## src/rtl/input_pkg.sv

```systemverilog
// Shared sizes and vector types for the switch/button conditioning front end.
package input_pkg;

  localparam int unsigned N_SW              = 16;
  localparam int unsigned N_BTN             = 4;
  localparam int unsigned DB_CYCLES_DEFAULT = 1_000_000;

  typedef logic [N_SW-1:0]  sw_vec_t;
  typedef logic [N_BTN-1:0] btn_vec_t;

endpackage

```

## src/rtl/debounce_bit.sv

```systemverilog
// One input bit: 2-FF synchroniser, restartable stability counter, accepted level and 0->1 pulse.
module debounce_bit
  import input_pkg::*;
#(
  parameter int unsigned DbCycles = DB_CYCLES_DEFAULT
) (
  input  logic clk_i,
  input  logic rst_ni,
  input  logic raw_i,
  output logic level_o,
  output logic rise_o,
  output logic rise_set_o
);

  localparam int unsigned CntW = (DbCycles > 2) ? $clog2(DbCycles) : 1;
  localparam logic [CntW-1:0] CntMax = CntW'(DbCycles - 1);

  logic            s1_q, s2_q;
  logic            stb_q, stb_d;
  logic            rise_q, rise_d;
  logic [CntW-1:0] cnt_q, cnt_d;

  // Any return of s2 to the accepted level restarts the count.
  always_comb begin
    stb_d  = stb_q;
    cnt_d  = '0;
    rise_d = 1'b0;
    if (s2_q != stb_q) begin
      if (cnt_q == CntMax) begin
        stb_d  = s2_q;
        rise_d = s2_q;
      end else begin
        cnt_d = cnt_q + 1'b1;
      end
    end
  end

  always_ff @(posedge clk_i or negedge rst_ni) begin
    if (!rst_ni) begin
      s1_q   <= 1'b0;
      s2_q   <= 1'b0;
      cnt_q  <= '0;
      stb_q  <= 1'b0;
      rise_q <= 1'b0;
    end else begin
      s1_q   <= raw_i;
      s2_q   <= s1_q;
      cnt_q  <= cnt_d;
      stb_q  <= stb_d;
      rise_q <= rise_d;
    end
  end

  assign level_o    = stb_q;
  assign rise_o     = rise_q;
  // Fires on the edge that will raise rise_o, so callers can act in the same cycle.
  assign rise_set_o = rise_d;

endmodule

```

## src/rtl/input_debouncer.sv

```systemverilog
// Debounces switches and buttons; INPUT_DEBOUNCER_STICKY_EN adds write-1-to-clear press flags.
module input_debouncer
  import input_pkg::*;
#(
  parameter int unsigned N_SW      = input_pkg::N_SW,
  parameter int unsigned N_BTN     = input_pkg::N_BTN,
  parameter int unsigned DB_CYCLES = input_pkg::DB_CYCLES_DEFAULT
) (
  input  logic             clk_i,
  input  logic             rst_ni,
  input  logic [N_SW-1:0]  sw_raw_i,
  input  logic [N_BTN-1:0] btn_raw_i,
  output logic [N_SW-1:0]  sw_o,
  output logic [N_BTN-1:0] btn_o,
  output logic [N_BTN-1:0] btn_rise_o,
  input  logic [N_BTN-1:0] evt_clr_i,
  output logic [N_BTN-1:0] btn_evt_o
);

  logic [N_SW-1:0]  unused_sw_rise;
  logic [N_SW-1:0]  unused_sw_rise_set;
  logic [N_BTN-1:0] btn_rise_set;

  for (genvar i = 0; i < N_SW; i++) begin : g_sw
    debounce_bit #(
      .DbCycles(DB_CYCLES)
    ) u_db (
      .clk_i     (clk_i),
      .rst_ni    (rst_ni),
      .raw_i     (sw_raw_i[i]),
      .level_o   (sw_o[i]),
      .rise_o    (unused_sw_rise[i]),
      .rise_set_o(unused_sw_rise_set[i])
    );
  end

  for (genvar i = 0; i < N_BTN; i++) begin : g_btn
    debounce_bit #(
      .DbCycles(DB_CYCLES)
    ) u_db (
      .clk_i     (clk_i),
      .rst_ni    (rst_ni),
      .raw_i     (btn_raw_i[i]),
      .level_o   (btn_o[i]),
      .rise_o    (btn_rise_o[i]),
      .rise_set_o(btn_rise_set[i])
    );
  end

`ifdef INPUT_DEBOUNCER_STICKY_EN
  logic [N_BTN-1:0] evt_q, evt_d;

  // A rise on the same edge as a clear keeps the flag set.
  always_comb begin
    evt_d = btn_rise_set | (evt_q & ~evt_clr_i);
  end

  always_ff @(posedge clk_i or negedge rst_ni) begin
    if (!rst_ni) begin
      evt_q <= '0;
    end else begin
      evt_q <= evt_d;
    end
  end

  assign btn_evt_o = evt_q;
`else
  logic [N_BTN-1:0] unused_evt_clr;
  logic [N_BTN-1:0] unused_btn_rise_set;

  assign unused_evt_clr      = evt_clr_i;
  assign unused_btn_rise_set = btn_rise_set;
  assign btn_evt_o           = '0;
`endif

endmodule

```

## config.mk

```make
export PLATFORM = sky130hd
export DESIGN_NAME = input_debouncer
export DESIGN_NICKNAME = d
export VERILOG_FILES = /design/src/rtl/input_pkg.sv /design/src/rtl/debounce_bit.sv /design/src/rtl/input_debouncer.sv
export SDC_FILE = /design/constraint.sdc
export NUM_CORES = 1
export LEC_CHECK = 0
export CORE_AREA = 8 8 182 228
export CTS_BUF_LIST = sky130_fd_sc_hd__clkbuf_8
export DETAILED_ROUTE_END_ITERATION = 8
export DIE_AREA = 0 0 190 236
export PLACE_DENSITY = 0.85
export SLEW_MARGIN = 40
export SYNTH_ARGS = -nofsm -noshare
export SYNTH_HDL_FRONTEND = slang
export SYNTH_SLANG_ARGS = --single-unit
```

## constraint.sdc

```tcl
create_clock -name clk_i -period 3.95 [get_ports clk_i]
set_clock_uncertainty 0.1 [all_clocks]
set_input_delay 0.395 -clock clk_i [delete_from_list [all_inputs] [get_ports clk_i]]
set_output_delay 0.395 -clock clk_i [all_outputs]
set_load 0.03 [all_outputs]
```

Yosys cells after proc, flatten, opt, wreduce, memory -nomap -nowiden. Cells that the tools add are included.

Add/sub/neg operators: 20. Equality and inequality tests: 40. Muxes and demuxes: 48. Reductions and logical operators: 20.

Operators by type and width (count): 20-bit two-way mux (40); 20-bit by 1-bit adder with 20-bit output, second input constant (20); 20-bit equality test, second input constant (20); 2-bit AND reduction (20); 1-bit inequality test (20); 1-bit two-way mux (8).

Bits in registers: 464. Input port bits: 26. Output and inout port bits: 28.

Longest topological paths before layout.
Depth in word-level cells: 3. Mapped depth: 7.

Modules after synthesis. A second synthesis with hierarchy kept.

Cells, all modules: 2147. Area total of the unflattened synthesis: 23690.2 um^2.

By module, submodules not included: debounce_bit (g_btn[0].u_db ...) (instances 19, cells an instance 107, area an instance 1184.9 um^2, sequential area each 600.6 um^2); debounce_bit (g_sw[14].u_db) (instances 1, cells an instance 109, area an instance 1143.6 um^2, sequential area each 600.6 um^2); input_debouncer (instances 1, cells an instance 5, area an instance 33.8 um^2, sequential area each 0.0 um^2).

Worst setup path before layout. Ideal clock, no wire load.

Path kind: reg-to-reg. From: register g_sw[0].u_db.cnt_q[12]. To: register g_sw[0].u_db.cnt_q[10]. Setup time: 119 ps. Data arrival time: 1900 ps. Data required time: 3731 ps. Path slack: 1831 ps. Cell stages (with the launch flop): 6. Cells stage by stage: dfrtp_1 -> or4b_1 -> or4_4 -> o21ai_4 -> buf_6 -> nor2_1.

Cells in the longest elaborated chain, start to end: 3.

Ends and longest elaborated chain: start: declaration (RTL line debounce_bit.sv:21) `logic [CntW-1:0] cnt_q, cnt_d;`; start signal: assignment (RTL line debounce_bit.sv:48) `cnt_q <= cnt_d;`; 20-bit equality test (RTL line debounce_bit.sv:29) `if (cnt_q == CntMax) begin`; 20-bit two-way mux (RTL line debounce_bit.sv:29); 20-bit two-way mux (RTL line debounce_bit.sv:28) `if (s2_q != stb_q) begin`; net g_sw[0].u_db.cnt_d[10] (RTL line debounce_bit.sv:21).

The timed path passes the listed nets, and every way through them passes these cells. A chain may end at the register's enable or synchronous reset.

Final worst setup path.
From: register g_sw[5].u_db.cnt_q[16]. To: register g_sw[5].u_db.cnt_q[13].

Cells in the longest elaborated chain, start to end: 3.

Ends and longest elaborated chain (RTL line): start: declaration (debounce_bit.sv:21); start signal: assignment (debounce_bit.sv:48); 20-bit equality test (debounce_bit.sv:29); 20-bit two-way mux (debounce_bit.sv:29); 20-bit two-way mux (debounce_bit.sv:28); net g_sw[5].u_db.cnt_d[13] (debounce_bit.sv:21).

The timed path passes the listed nets, and every way through them passes these cells.

==> results.sh <==
export IMPL_ys_seq_elements=464
export IMPL_drv_slew=0
export IMPL_avgRoutedWirePerCell_um=14.8
export IMPL_period_share_pct=59.8
export IMPL_cts_tree="done"
export IMPL_fp_dieW_um=190
export IMPL_hold_viol=0
export IMPL_fin_util_pct=65.9
export IMPL_slowest_stage="or4b_2"
export IMPL_num_io_pins=54
export IMPL_synth_area_leaders="dfrtp_1 52%, xnor2_1 6.6%, nor2_1 5.4%, xor2_1 4.2%, nand4_1 3.1%"
export IMPL_grt_max_degree=97
export IMPL_layout_common_cells="464 x dfrtp_1, 325 x nor2_1, 169 x xnor2_1, 132 x nand3_1, 121 x nand2_1"
export IMPL_synthesis_area_mm2=0.0224
export IMPL_die_area_mm2=0.0448
export IMPL_first_iter_violations=954
export IMPL_holdWs_ps=130
export IMPL_setup_violations=0
export IMPL_worstPathCellList="nand3_1, or4b_2, o31ai_2, buf_4, nor2_1"
export IMPL_synth_top_family_by_area="simple AND/OR/NAND/NOR gates"
export IMPL_initial_core_util_pct=59.4
export IMPL_regArea_mm2=0.0116
export IMPL_synthToLayoutAreaGrowth_pct=11.0
export IMPL_ant_nets=0
export IMPL_synth_distinct_cells=51
export IMPL_cts_setup_buffers=0
export IMPL_critPathBufInv=1
export IMPL_grtUsageTotal_pct=19.0
export IMPL_power_density_mw_per_mm2=379
export IMPL_cts_htree_levels=3
export IMPL_status="finished clean"
export IMPL_drt_wl_total_um=42400
export IMPL_vias_per_cell=5.85
export IMPL_async_flop_share_pct=100
export IMPL_crit_arrival_ps=2740
export IMPL_grt_pass1_wl_um=74700
export IMPL_gp_congestion=0.863
export IMPL_start_kind="flop"
export IMPL_netlist_area_leader_share_pct=51.8
export IMPL_synth_top_area_cell="dfrtp_1"
export IMPL_period_needed_ps=2360
export IMPL_ys_flop_type="dfrtp_1"
export IMPL_nets=2370
export IMPL_synthAdderAreaFrac_pct=1.12
export IMPL_num_vias=16800
export IMPL_synth_warnings=0
export IMPL_synth_compound_area_share_pct=6.06
export IMPL_seq_area_frac_synth_pct=51.8
export IMPL_synthSimpleGateAreaFrac_pct=25.9
export IMPL_clk_latency_ps=600
export IMPL_path_class="reg -> reg"
export IMPL_layout_commonest_cell="dfrtp_1"
export IMPL_grt_pass1_vias=17000
export IMPL_path_clk_slew_ps=60
export IMPL_max_slew_margin_pct=49.0
export IMPL_cts_resized_gates=0
export IMPL_antenna_found_initial=1
export IMPL_core_mm2=0.0377
export IMPL_cts_root_buffer="clkbuf_8"
export IMPL_ctsHoldBuffers=1
export IMPL_cts_num_sinks=464
export IMPL_setup_tns_ps=0
export IMPL_multiInputGateArea_mm2=0.0101
export IMPL_avgSynthCellArea_um2=9.89
export IMPL_worstMarginPinSlew_ps=760
export IMPL_synth_xor_area_share_pct=10.8
export IMPL_rows=80
export IMPL_worst_path_max_fanout=13
export IMPL_overflow=0
export IMPL_p_leak_nw=9.95
export IMPL_cap_viol_max_count=0
export IMPL_rsz0062_at_grt="false"
export IMPL_synthMuxAreaShare_pct=1.01
export IMPL_nFillCells=2806
export IMPL_worstPathRequired_ps=4330
export IMPL_dp_hpwl_um=28700
export IMPL_end_kind="flop"
export IMPL_min_path_type="in -> reg"
export IMPL_crit_family="simple AND/OR/NAND/NOR gates"
export IMPL_drive_gt1_share_pct=8.33
export IMPL_cts_made_buffers=73
export IMPL_drc=0
export IMPL_crit_path_max_incr_delay_ps=690
export IMPL_synth_edf_count=0
export IMPL_dr_pass1_iters=5
export IMPL_ir_drop_mv=0.296
export IMPL_netlist_instances=2265
export IMPL_die_height_um=236
export IMPL_io_buffers=45
export IMPL_clk_path_buf_depth=3
export IMPL_fmax_mhz=423
-- through the flow --
stage          power (mW)  instances  area (um^2)  setup WS [ps]
2_1_floorplan        5.12       2268        22400           1830
3_3_place_gp         5.28       2739        23300           1620
3_5_place_dp         5.30       2739        23300           1600
4_1_cts              9.57       2868        24800           1550
5_1_grt              9.83       2870        24900           1390
6_report             9.41       2870        24900           1590
-- cell families (layout without fill, tap and decap cells) --
kind of cell	Yosys count	count (layout)
adder cells (fa/ha/maj)	20	20
AO/OA/AOI/OAI	227	227
AND/OR/NAND/NOR	1098	1098
buffers and inverters	159	268
multiplexers	20	20
flip-flops	464	464
other	1	5
XOR/XNOR	276	276
-- report_power, final --
group	leakage, nW	internal (mW)	total [mW]	switching [mW]
Combinational	2.75	0.101	0.315	0.214
Clock	0.859	2.38	4.20	1.83
Sequential	6.34	4.83	4.89	0.0675
-- worst register-to-register path: stages, from the launching register on --
cell	delay [ps]
dfrtp_1	400
nand3_1	130
or4b_2	690
o31ai_2	560
buf_4	290
nor2_1	70
-- flip-flops by register name, summed over array words and instances, names as in the netlist --
signal and cells:
g_sw.u_db.cnt_q 320, g_btn.u_db.s1_q 4, g_sw.u_db.s2_q 16, g_sw.u_db.level_o 16, g_btn.u_db.level_o 4, g_sw.u_db.s1_q 16, g_btn.u_db.s2_q 4, g_btn.u_db.cnt_q 80
g_btn.u_db.rise_o 4
-- synth_stat cells, types with 3 or more instances --
master      n
dfrtp_1   464
nand4_1   111
xnor2_1   169
clkbuf_1   34
inv_1      74
nor2_1    325
buf_1       3
or3_1      66
a21oi_1   105
ha_1       20
o31ai_1    45
and3_1     45
nand4b_1   14
and2_1     15
nand3b_1    3
nor3_1     64
nor3b_1     4
nor4b_1    14
or4_1      58
nor4_1     64
xor2_1    107
and4_1     18
buf_4      30
or4b_2      6
o21ai_0    59
nand2_1   121
nand3_1   132
or4b_1      6
a31o_2      8
or2_2      12
mux2_2     20
nand2b_1    5
buf_2      17
-- per-layer routing --
| layer | share of wire (%) | up-vias | global-route usage (%) |
|---|---|---|---|
| met5 | 0 | - | 0 |
| met4 | 2.1 | 0 | 7.35 |
| met3 | 3.8 | 80 | 3.23 |
| met2 | 52 | 324 | 34.2 |
| met1 | 42 | 8234 | 22.2 |
| li1 | - | 8144 | - |
-- worst paths after layout --
path / start / endpoint / slack, ps / cells after the start
hold / removal: sw_raw_i[5] / g_sw[5].u_db.s1_q / 130 / 1
hold reg to reg: g_sw[0].u_db.s1_q / g_sw[0].u_db.s2_q / 250 / 0
min in group asynchronous: rst_ni / g_btn[2].u_db.s1_q / 190 / 2
setup reg to reg: g_sw[5].u_db.cnt_q[16] / g_sw[5].u_db.cnt_q[13] / 1590 / 5
setup / recovery: g_sw[5].u_db.cnt_q[16] / g_sw[5].u_db.cnt_q[13] / 1590 / 5
max in group asynchronous: rst_ni / g_sw[13].u_db.cnt_q[17] / 2450 / 4
-- cell type report --
cell class / count / share of cell area (%)
clock inverter: 35 / 1.05
multi-input combinational: 1645 / 40.7
antenna: 1 / 0.0101
clock buffer: 93 / 5.15
sequential: 464 / 46.7
inverter: 74 / 1.12
timing repair buffer: 66 / 2.76
tap: 492 / 2.48
Power figures use the tool's default switching activity.
